[src/rtl/alu_operand_sequencer.sv]
// Operand capture sequencer: one "enter" button walks op1 -> op2 -> ALU control -> done,
// "back" undoes one step, and a completion counter tracks finished captures.
module alu_operand_sequencer #(
  parameter int WIDTH  = 16,
  parameter int CTRL_W = 4,
  parameter int CNT_W  = 8
) (
  input  logic              clk,
  input  logic              rst,
  input  logic [WIDTH-1:0]  val,
  input  logic              enter,
  input  logic              back,
  output logic [WIDTH-1:0]  op1,
  output logic [WIDTH-1:0]  op2,
  output logic [CTRL_W-1:0] alu_ctrl,
  output logic [1:0]        state,
  output logic              ops_valid,
  output logic              done_pulse,
  output logic [WIDTH-1:0]  disp,
  output logic [CNT_W-1:0]  txn_count
);

  typedef enum logic [1:0] {
    S_OP1  = 2'd0,
    S_OP2  = 2'd1,
    S_CTRL = 2'd2,
    S_DONE = 2'd3
  } state_t;

  state_t st;
  logic   enter_q;
  logic   back_q;
  logic   enter_e;
  logic   back_e;

  // Button history keeps sampling through reset so a held button cannot fire on release.
  always_ff @(posedge clk) begin
    enter_q <= enter;
    back_q  <= back;
  end

  assign enter_e = enter & ~enter_q;
  assign back_e  = back  & ~back_q;

  // Single FSM register block; back wins over enter when both rise together.
  always_ff @(posedge clk) begin
    if (rst) begin
      st         <= S_OP1;
      ops_valid  <= 1'b0;
      done_pulse <= 1'b0;
      op1        <= '0;
      op2        <= '0;
      alu_ctrl   <= '0;
      txn_count  <= '0;
    end else begin
      done_pulse <= 1'b0;
      if (back_e) begin
        case (st)
          S_OP2: begin
            st        <= S_OP1;
            ops_valid <= 1'b0;
          end
          S_CTRL: begin
            st        <= S_OP2;
            ops_valid <= 1'b0;
          end
          S_DONE: begin
            st        <= S_CTRL;
            ops_valid <= 1'b0;
          end
          default: begin
            st        <= S_OP1;
            ops_valid <= 1'b0;
          end
        endcase
      end else if (enter_e) begin
        case (st)
          S_OP1: begin
            op1       <= val;
            st        <= S_OP2;
            ops_valid <= 1'b0;
          end
          S_OP2: begin
            op2       <= val;
            st        <= S_CTRL;
            ops_valid <= 1'b0;
          end
          S_CTRL: begin
            alu_ctrl   <= val[CTRL_W-1:0];
            st         <= S_DONE;
            ops_valid  <= 1'b1;
            done_pulse <= 1'b1;
            txn_count  <= txn_count + 1'b1;
          end
          default: begin
            st        <= S_OP1;
            ops_valid <= 1'b0;
          end
        endcase
      end
    end
  end

  assign state = st;

  // Display follows the switches while editing, and shows the first operand once complete.
  always_comb begin
    disp = val;
    case (st)
      S_CTRL:  disp = {{(WIDTH-CTRL_W){1'b0}}, val[CTRL_W-1:0]};
      S_DONE:  disp = op1;
      default: disp = val;
    endcase
  end

endmodule

[config.mk]
export PLATFORM = sky130hd
export DESIGN_NAME = alu_operand_sequencer
export DESIGN_NICKNAME = d
export VERILOG_FILES = /design/src/rtl/alu_operand_sequencer.sv
export SDC_FILE = /design/constraint.sdc
export NUM_CORES = 1
export LEC_CHECK = 0
export BUFFER_PORTS_ARGS = -buffer_cell sky130_fd_sc_hd__buf_2
export CAP_MARGIN = 10
export CORE_MARGIN = 5
export CORE_UTILIZATION = 47
export CTS_CLUSTER_DIAMETER = 30
export DETAILED_ROUTE_END_ITERATION = 16
export PLACE_DENSITY = 0.87
export REMOVE_ABC_BUFFERS = 1
export SYNTH_ARGS = -nofsm -noshare
export SYNTH_HDL_FRONTEND = slang
export SYNTH_SLANG_ARGS = --single-unit
[constraint.sdc]
create_clock -name clk -period 2.9 [get_ports clk]
set_input_delay 0.435 -clock clk [delete_from_list [all_inputs] [get_ports clk]]
set_output_delay 0.435 -clock clk [all_outputs]
set_load 0.02 [all_outputs]
==> results of run 1 <==
## cells in the mapped netlist, drive strengths merged
| cell | n | share of area |
|---|---|---|
| a211oi | 1 | 0.0032 |
| a21oi | 38 | 0.081 |
| a22o | 4 | 0.015 |
| a311oi | 1 | 0.0037 |
| and3b | 2 | 0.0074 |
| buf | 17 | 0.043 |
| clkbuf | 14 | 0.024 |
| dfxtp | 50 | 0.42 |
| ha | 7 | 0.037 |
| inv | 3 | 0.0048 |
| mux2 | 6 | 0.029 |
| mux2i | 1 | 0.0042 |
| nand2 | 30 | 0.048 |
| nand2b | 2 | 0.0053 |
| nand3 | 32 | 0.068 |
| nand3b | 2 | 0.0064 |
| nand4 | 8 | 0.021 |
| nor2 | 7 | 0.011 |
| nor2b | 8 | 0.024 |
| nor3 | 2 | 0.0042 |
| nor4 | 6 | 0.016 |
| o21ai | 45 | 0.095 |
| o21bai | 1 | 0.0032 |
| o31ai | 6 | 0.019 |
| or4 | 1 | 0.0032 |
## per-layer routing
layer / global-route usage / vias to the layer above / share of wire
met3: 0.0554 / 10 / 0.086
met4: 0.0591 / 0 / 0.015
li1: - / 1170 / -
met1: 0.268 / 1092 / 0.44
met2: 0.324 / 97 / 0.46
met5: 0 / - / 0
## power groups by stage
stage	combinational, uW	sequential [uW]	clock (uW)
after global placement	224	734	0
final	229	719	422
after CTS	229	719	429
after detailed placement	229	735	0
after global routing	252	723	468
after floorplan	109	754	0
## cells in the final DEF, fill, tap and decap left out
master,netlist,routed
sky130_fd_sc_hd__a211oi_1,1,1
sky130_fd_sc_hd__a21oi_1,38,38
sky130_fd_sc_hd__a22o_1,4,4
sky130_fd_sc_hd__a311oi_1,1,1
sky130_fd_sc_hd__and3b_1,2,2
sky130_fd_sc_hd__buf_2,9,83
sky130_fd_sc_hd__buf_4,3,5
sky130_fd_sc_hd__clkbuf_8,0,6
sky130_fd_sc_hd__clkinv_2,0,1
sky130_fd_sc_hd__clkinvlp_4,0,2
sky130_fd_sc_hd__dfxtp_1,50,50
sky130_fd_sc_hd__ha_1,7,7
sky130_fd_sc_hd__inv_1,3,2
sky130_fd_sc_hd__mux2_1,2,2
sky130_fd_sc_hd__mux2_2,4,4
sky130_fd_sc_hd__mux2i_1,1,1
sky130_fd_sc_hd__nand2_1,30,30
sky130_fd_sc_hd__nand2b_1,2,2
sky130_fd_sc_hd__nand3_1,32,32
sky130_fd_sc_hd__nand3b_1,2,2
sky130_fd_sc_hd__nand4_1,8,8
sky130_fd_sc_hd__nor2_1,7,7
sky130_fd_sc_hd__nor2b_1,7,7
sky130_fd_sc_hd__nor2b_4,1,1
sky130_fd_sc_hd__nor3_1,2,2
sky130_fd_sc_hd__nor4_1,6,6
sky130_fd_sc_hd__o21ai_0,45,45
sky130_fd_sc_hd__o21bai_1,1,1
sky130_fd_sc_hd__o31ai_1,6,6
sky130_fd_sc_hd__or4_1,1,1
## cell type report
class | count | area, um2
fillers | 446 | 1950
multi-input cells | 210 | 1190
flip-flops and latches | 50 | 1000
repair buffers | 88 | 453
well taps | 67 | 83.8
clock buffers | 6 | 82.6
inverters | 3 | 15.0
clock inverters | 2 | 12.5
## cells by family after synthesis
group,count (synthesis),share of synthesized area
AND/OR/NAND/NOR,100,0.215
AO/OA/AOI/OAI,96,0.220
multiplexers,7,0.0328
buffers and inverters,34,0.0720
adder cells (fa/ha/maj),7,0.0371
flip-flops,50,0.424
## path summary, 6_finish.rpt
path                                from            to  slack, ps  depth (start not counted)
worst max-delay path            state[0]       disp[6]        340                          6
worst min-delay path                back        back_q        260                          1
worst max register to register  state[0]  txn_count[0]        670                          5
worst min register to register    op2[6]        op2[6]        480                          2
## repair_timing
item / in CTS / in global routing
setup buffers: 0 / 0
resized for setup: 0 / 1
hold buffers: 0 / 0
endpoints found under the setup margin: 0 / 4
## sequential cells by signal, summed over array words and instances, names as in the netlist
register,count
txn_count,8
op1,16
op2,16
state,2
back_q,1
alu_ctrl,4
ops_valid,1
enter_q,1
done_pulse,1
## stage by stage
stage | cell area (um2) | hold WS [ps]
6_report | 2840 | 264
5_1_grt | 2840 | 266
4_1_cts | 2840 | 260
3_5_place_dp | 2740 | 466
2_1_floorplan | 2200 | 463
3_3_place_gp | 2740 | 460
==> reports/qor.log, run 1 <==
INFO  status         outcome=finished, final reports clean
INFO  grt            grt_max_degree=35
INFO  die            die_area=0.00654mm2
INFO  sta            timing.final.crit_share=0.883
INFO  die            start_util=0.494
INFO  placed_design  placed_cells=418
INFO  worst_setup_path critPathArrivalTime=2130ps
INFO  sta            max_slew.worst_pin.slew=673ps
INFO  logic_synthesis synth.distinct_cells=31
INFO  grt            global_route.usage.total=0.203
INFO  clocking       cts_buffer_depth=2
INFO  detailed_routing dr_total_vias=2369
INFO  logic_synthesis ys_warn_count=0
INFO  detailed_routing post_detailed_route_wirelength_per_cell=15.1um
INFO  placed_design  buffer_ports.inserted=83
INFO  grt            first_global_vias=2142
INFO  worst_setup_path cp.buffers_inverters=3
INFO  worst_setup_path cp_max_fo=21
INFO  clocking       worst_skew_pair.late_latency=310ps
INFO  clocking       htree_levels=2
INFO  layout         post_layout_util=0.593
INFO  worst_setup_path critPathRequiredTime=2470ps
INFO  logic_synthesis syn_area_per_cell=8.03um2
INFO  die            die-width=80.9um
INFO  worst_setup_path cp_endpoint_kind=output pin
INFO  worst_setup_path critPathTopFamily=buffers and inverters
INFO  die            fp-row-count=25
INFO  pwr            pwr-share-comb=0.167
INFO  die            io-pin-count=84
INFO  clocking       cts_tree=built
INFO  pwr            cellLeakagePower=0.00124uW
INFO  logic_synthesis number_of_register_bits_inferred_by_synthesis=50
INFO  detailed_routing detail_route.iter0.violations=187
INFO  placed_design  gp_congestion=0.809
INFO  pwr            power.clock.fraction=0.308
INFO  placed_design  detailedPlacementHpwl=4460um
INFO  sta            timing.fmax=390MHz
INFO  layout         area_growth=20.2%
INFO  detailed_routing route.antenna.remaining_nets=0
INFO  clocking       cts.sink_count=50
INFO  detailed_routing via_per_inst=5.56
INFO  detailed_routing drc=0
INFO  worst_setup_path critPathLaunchType=flip-flop
INFO  grt            grt_first_pass_wirelength=10500um
INFO  worst_setup_path cpMaxStageDelayCell=sky130_fd_sc_hd__clkinvlp_4
INFO  flow_run       max_capacitance_violation_total=0
INFO  pwr            seq_power_share=0.525
INFO  logic_synthesis netlist_instances=294
INFO  grt            antenna_found_initial=0
INFO  sta            timing.setup.tns=0ps
INFO  pwr            power_per_cell_area=483mW/mm2
INFO  sta            hold_violations_final=0
INFO  layout         stdcell_count=426
INFO  worst_setup_path cpPeakStageDelay=480ps
INFO  pwr            power_switching_share=0.294
INFO  clocking       root_buffer=sky130_fd_sc_hd__clkbuf_8
INFO  worst_setup_path crit_chain=inv_1, ha_1, clkinvlp_4, nand2_1, o21ai_0, buf_2
INFO  clocking       cts_made_buffers=5
INFO  pwr            netSwitchingPower=404uW
INFO  die            core_area=0.00479mm2
INFO  sta            fin_skew=6.01ps
INFO  grt            grt.overflow.total=0
INFO  layout         diodes=0
INFO  detailed_routing drt_wl_total=6450um
INFO  sta            setup-violations-final=0
INFO  worst_setup_path worst-setup-path-type=flip-flop to output pin
INFO  sta            slew_limit_fails=0
INFO  placed_design  worst_slack_at_placement=592ps
INFO  sta            timing.max_slew.rel_slack=0.550
INFO  layout         drive_gt1_frac=0.284
INFO  sta            grt_setup_unrepaired=no
INFO  pwr            cell_internal_pwr=967uW
INFO  logic_synthesis mappedNetlistArea=0.00236mm2
INFO  hold_path      min-delay-path-class=input port to flip-flop
INFO  sta            final.setup.worst_slack=339ps
INFO  sta            min_period=2560ps
INFO  layout         layout.nets=385
INFO  pwr            vdd_drop_max=0.000191V
INFO  pwr            finalPower=1370uW
INFO  die            die_h=80.9um
INFO  detailed_routing drt-pass1-iter-count=4
INFO  clocking       clk_pin_slew_worst_paths=80ps
INFO  logic_synthesis synth.yosys.seq_area_share=0.424
Note: power is estimated with default switching activity, not from simulation.
==> inputs of run 2 (changes only) <==
--- a/config.mk
+++ b/config.mk
@@ -7,11 +7,13 @@
 export LEC_CHECK = 0
 export BUFFER_PORTS_ARGS = -buffer_cell sky130_fd_sc_hd__buf_2
 export CAP_MARGIN = 10
+export CELL_PAD_IN_SITES_DETAIL_PLACEMENT = 1
+export CELL_PAD_IN_SITES_GLOBAL_PLACEMENT = 1
 export CORE_MARGIN = 5
-export CORE_UTILIZATION = 47
+export CORE_UTILIZATION = 38
 export CTS_CLUSTER_DIAMETER = 30
 export DETAILED_ROUTE_END_ITERATION = 16
-export PLACE_DENSITY = 0.87
+export PLACE_DENSITY = 0.95
 export REMOVE_ABC_BUFFERS = 1
 export SYNTH_ARGS = -nofsm -noshare
 export SYNTH_HDL_FRONTEND = slang
==> reports/qor.log, run 2 (synthesized netlist as in run 1, its figures left out) <==
INFO  status         outcome=finished, final reports clean
INFO  placed_design  placed_cells=428
INFO  grt            grt.overflow.total=0
INFO  detailed_routing detail_route.iter0.violations=88
INFO  sta            grt_setup_unrepaired=no
INFO  layout         drive_gt1_frac=0.285
INFO  detailed_routing drt-pass1-iter-count=4
INFO  detailed_routing drt_wl_total=7580um
INFO  clocking       worst_skew_pair.late_latency=320ps
INFO  die            io-pin-count=84
INFO  detailed_routing dr_total_vias=2465
INFO  detailed_routing post_detailed_route_wirelength_per_cell=17.4um
INFO  sta            slew_limit_fails=0
INFO  grt            first_global_vias=2436
INFO  detailed_routing route.antenna.remaining_nets=0
INFO  grt            antenna_found_initial=0
INFO  detailed_routing via_per_inst=5.65
INFO  layout         n_fill_cell=761
INFO  worst_setup_path critPathTopFamily=buffers and inverters
INFO  clocking       cts_buffer_depth=2
INFO  layout         final_cell_mix=83 x sky130_fd_sc_hd__buf_2, 50 x sky130_fd_sc_hd__dfxtp_1, 45 x sky130_fd_sc_hd__o21ai_0
INFO  worst_setup_path critPathArrivalTime=2200ps
INFO  layout         area_growth=21.1%
INFO  placed_design  detailedPlacementHpwl=5370um
INFO  layout         post_layout_util=0.477
INFO  grt            grt_max_degree=35
INFO  clocking       root_buffer=sky130_fd_sc_hd__clkbuf_8
INFO  clocking       clk_pin_slew_worst_paths=90ps
INFO  pwr            cellLeakagePower=0.00125uW
INFO  clocking       post_cts_resize_count=0
INFO  grt            grt_first_pass_wirelength=12100um
INFO  sta            hold_violations_final=0
INFO  sta            timing.final.crit_share=0.908
INFO  die            core_area=0.00599mm2
INFO  flow_run       max_capacitance_violation_total=0
INFO  die            die_area=0.00789mm2
INFO  die            die_h=88.8um
INFO  worst_setup_path critPathRequiredTime=2470ps
INFO  worst_setup_path timing.critical_path.mode_cell=sky130_fd_sc_hd__inv_1
INFO  die            die-width=88.8um
INFO  sta            fin_skew=10.3ps
INFO  placed_design  buffer_ports.inserted=83
INFO  worst_setup_path critPathLaunchType=flip-flop
INFO  sta            max_slew.worst_pin.slew=725ps
INFO  layout         stdcell_count=436
INFO  clocking       cts_tree=built
INFO  layout         diodes=0
INFO  layout         biggestRegsByFlops=op1: 16 flops, op2: 16 flops, txn_count: 8 flops
INFO  placed_design  gp_congestion=0.745
INFO  layout         mostFrequentLayoutCell=sky130_fd_sc_hd__buf_2
INFO  grt            global_route.usage.total=0.197
INFO  sta            timing.max_slew.rel_slack=0.516
INFO  clocking       cts.sink_count=50
INFO  detailed_routing drc=0
INFO  clocking       postCtsSetupRepairBufs=0
INFO  worst_setup_path cpMaxStageDelayCell=sky130_fd_sc_hd__inv_1
INFO  worst_setup_path cp_max_fo=21
INFO  sta            min_period=2630ps
INFO  sta            final.setup.worst_slack=267ps
INFO  worst_setup_path cp.buffers_inverters=3
INFO  clocking       cts-hold-fix-buffers=0
INFO  layout         layout.nets=387
INFO  worst_setup_path crit_chain=inv_1, ha_1, inv_1, nand2_1, o21ai_0, buf_2
INFO  sta            timing.fmax=380MHz
INFO  worst_setup_path cp_endpoint_kind=output pin
INFO  worst_setup_path cpPeakStageDelay=550ps
INFO  worst_setup_path worst-setup-path-type=flip-flop to output pin
INFO  pwr            vdd_drop_max=0.000271V
INFO  pwr            power_per_cell_area=488mW/mm2
INFO  clocking       htree_levels=2
INFO  clocking       cts_made_buffers=5
INFO  die            start_util=0.394
INFO  die            fp-row-count=28
INFO  sta            setup-violations-final=0
INFO  hold_path      min-delay-path-class=input port to flip-flop
INFO  placed_design  worst_slack_at_placement=612ps
INFO  sta            timing.setup.tns=0ps
run 2: changes by cell type in the layout (fill, tap and decap cells not counted), sizes merged:
cell / change
buf: +2
clkinvlp: -1
inv: +1
run 2: path summary, 6_finish.rpt:
kind             from            to  slack (ps)  cells after the start
max reg2reg  state[0]  txn_count[0]         900                      5
min              back        back_q         260                      1
max          state[0]      disp[11]         270                      6
min reg2reg    op2[3]        op2[3]         480                      2
run 2: report_power, final:
part	leakage, uW	internal [uW]	switching, uW	total, uW
Clock	0.0000472	192	246	438
Sequential	0.000405	705	15.5	720
Combinational	0.000794	72.8	165	238
Total	0.00125	970	426	1400
run 2: final cells by class:
cell class	instances	area, um2	share of cell area
inverter	3	11.3	0.00394
multi-input combinational	210	1190	0.416
sequential	50	1000	0.350
tap	75	93.8	0.0328
timing repair buffer	90	468	0.164
clock inverter	2	12.5	0.00437
clock buffer	6	82.6	0.0289
run 2: per-stage QoR:
step | total power (uW) | instance area [um2] | hold WS [ps]
floorplan | 863 | 2200 | 463
global placement | 965 | 2770 | 461
detailed placement | 974 | 2770 | 469
CTS | 1410 | 2860 | 254
global route | 1460 | 2860 | 249
finish | 1400 | 2860 | 258
run 2: metal layers:
metal | track usage | share of wire | up-vias
met5 | 0 | 0 | -
met4 | 0.0728 | 0.021 | 0
met3 | 0.0456 | 0.062 | 13
met2 | 0.354 | 0.50 | 77
met1 | 0.225 | 0.41 | 1199
li1 | - | - | 1176
run 2: worst reg2reg max path: cells and delay by family, from the launching register on:
kind	cells	cell delay [ps]
AOI/OAI and AO/OA	1	180
adders and majority gates	1	240
buffers and inverters	2	480
DFF	1	380
and+or+nand+nor	1	650
==> inputs of run 3 (changes only) <==
--- a/config.mk
+++ b/config.mk
@@ -9,7 +9,6 @@
 export CAP_MARGIN = 10
 export CELL_PAD_IN_SITES_DETAIL_PLACEMENT = 1
 export CELL_PAD_IN_SITES_GLOBAL_PLACEMENT = 1
-export CORE_MARGIN = 5
 export CORE_UTILIZATION = 38
 export CTS_CLUSTER_DIAMETER = 30
 export DETAILED_ROUTE_END_ITERATION = 16
==> reports/qor.log, run 3 (synthesized netlist as in run 1, its figures left out) <==
INFO  status         outcome=finished, final reports clean
INFO  layout         diodes=0
INFO  layout         drive_gt1_frac=0.272
INFO  sta            hold_violations_final=0
INFO  placed_design  gp_congestion=0.733
INFO  clocking       clk_pin_slew_worst_paths=90ps
INFO  pwr            power_per_cell_area=478mW/mm2
INFO  layout         biggestRegsByFlops=op1: 16 flops, op2: 16 flops, txn_count: 8 flops
INFO  die            io-pin-count=84
INFO  detailed_routing dr_total_vias=2456
INFO  grt            global_route.usage.total=0.226
INFO  sta            timing.setup.tns=0ps
INFO  worst_setup_path worst-setup-path-type=flip-flop to output pin
INFO  worst_setup_path crit_chain=inv_1, ha_1, inv_1, nand2_1, o21ai_0, buf_2
INFO  clocking       cts-hold-fix-buffers=0
INFO  worst_setup_path cp_max_fo=21
INFO  worst_setup_path cpPeakStageDelay=550ps
INFO  worst_setup_path timing.critical_path.mode_cell=sky130_fd_sc_hd__inv_1
INFO  placed_design  buffer_ports.inserted=83
INFO  layout         stdcell_count=431
INFO  layout         post_layout_util=0.473
INFO  clocking       cts.sink_count=50
INFO  sta            timing.max_slew.rel_slack=0.352
INFO  sta            fin_skew=4.90ps
INFO  pwr            vdd_drop_max=0.000212V
INFO  sta            grt_setup_unrepaired=no
INFO  worst_setup_path critPathRequiredTime=2470ps
INFO  layout         final_cell_mix=83 x sky130_fd_sc_hd__buf_2, 50 x sky130_fd_sc_hd__dfxtp_1, 45 x sky130_fd_sc_hd__o21ai_0
INFO  clocking       postCtsSetupRepairBufs=0
INFO  detailed_routing detail_route.iter0.violations=153
INFO  die            fp-row-count=28
INFO  die            die-width=80.8um
INFO  hold_path      min-delay-path-class=input port to flip-flop
INFO  layout         n_fill_cell=778
INFO  die            die_h=80.8um
INFO  worst_setup_path critPathArrivalTime=2150ps
INFO  sta            min_period=2580ps
INFO  detailed_routing drt-pass1-iter-count=4
INFO  sta            timing.final.crit_share=0.891
INFO  grt            first_global_vias=2402
INFO  sta            slew_limit_fails=0
INFO  die            start_util=0.397
INFO  grt            grt_max_degree=55
INFO  layout         area_growth=19.2%
INFO  placed_design  detailedPlacementHpwl=5010um
INFO  clocking       root_buffer=sky130_fd_sc_hd__clkbuf_8
INFO  clocking       htree_levels=2
INFO  placed_design  placed_cell_area=0.00274mm2
INFO  clocking       worst_skew_pair.late_latency=300ps
INFO  worst_setup_path cp_endpoint_kind=output pin
INFO  clocking       cts_made_buffers=5
INFO  clocking       cts_tree=built
INFO  layout         finish.instance_area=0.00282mm2
INFO  die            die_area=0.00654mm2
INFO  grt            grt.overflow.total=0
INFO  layout         layout.nets=383
INFO  clocking       cts_buffer_depth=2
INFO  placed_design  placed_cells=424
INFO  detailed_routing via_per_inst=5.70
INFO  worst_setup_path cpMaxStageDelayCell=sky130_fd_sc_hd__inv_1
INFO  flow_run       max_capacitance_violation_total=0
INFO  detailed_routing post_detailed_route_wirelength_per_cell=16.9um
INFO  detailed_routing drt_wl_total=7260um
INFO  clocking       post_cts_resize_count=0
INFO  worst_setup_path critPathTopFamily=buffers and inverters
INFO  layout         mostFrequentLayoutCell=sky130_fd_sc_hd__buf_2
INFO  sta            timing.fmax=387MHz
INFO  grt            antenna_found_initial=0
INFO  die            core_area=0.00596mm2
INFO  detailed_routing drc=0
INFO  grt            grt_first_pass_wirelength=11400um
INFO  sta            max_slew.worst_pin.slew=972ps
INFO  sta            setup-violations-final=0
INFO  detailed_routing route.antenna.remaining_nets=0
INFO  worst_setup_path cp.buffers_inverters=3
INFO  pwr            cellLeakagePower=0.00122uW
INFO  worst_setup_path critPathLaunchType=flip-flop
==> run 3: cell types whose count changed in the layout (fill, tap and decap cells not counted), sizes merged <==
cell / before / now
buf: 90 / 86
clkinv: 1 / 0
==> run 3: path summary, 6_finish.rpt <==
check,start,endpoint,slack [ps],depth (start not counted)
max,state[0],disp[5],320,6
min,back,back_q,270,1
max reg2reg,state[0],txn_count[0],1020,5
min reg2reg,alu_ctrl[1],alu_ctrl[1],480,2
==> run 3: stage by stage <==
stage | hold slack, ps | total power, uW | worst slack [ps]
2_1_floorplan | 463 | 863 | 600
3_3_place_gp | 455 | 958 | 812
3_5_place_dp | 464 | 969 | 662
4_1_cts | 273 | 1350 | 339
5_1_grt | 255 | 1410 | 94.8
6_report | 270 | 1350 | 317
==> run 3: where the power goes <==
part	total, uW	internal (uW)	switching, uW
combinational	233	69.3	164
clock	392	166	226
sequential	720	705	15.4
total	1350	940	405
==> run 3: worst register-to-register path: cells and delay by family (launching register included) <==
kind / cells / cell delay [ps]
AOI/OAI and AO/OA: 1 / 150
adders and majority gates: 1 / 180
buffers and inverters: 2 / 460
DFF: 1 / 380
and+or+nand+nor: 1 / 630
==> run 3: area by class of cell <==
class | count | area, um2 | area share
clock inverter | 1 | 7.51 | 0.00267
clock buffer | 6 | 72.6 | 0.0258
tap | 75 | 93.8 | 0.0333
timing repair buffer | 86 | 438 | 0.156
multi-input combinational | 210 | 1190 | 0.423
sequential | 50 | 1000 | 0.356
inverter | 3 | 11.3 | 0.00400
==> run 3: routing by layer <==
layer | vias to the layer above | track usage | wire [um]
met5 | - | 0 | 0
met1 | 1199 | 0.249 | 3030
li1 | 1163 | - | -
met4 | 0 | 0.0589 | 125
met2 | 81 | 0.419 | 3670
met3 | 13 | 0.0674 | 436
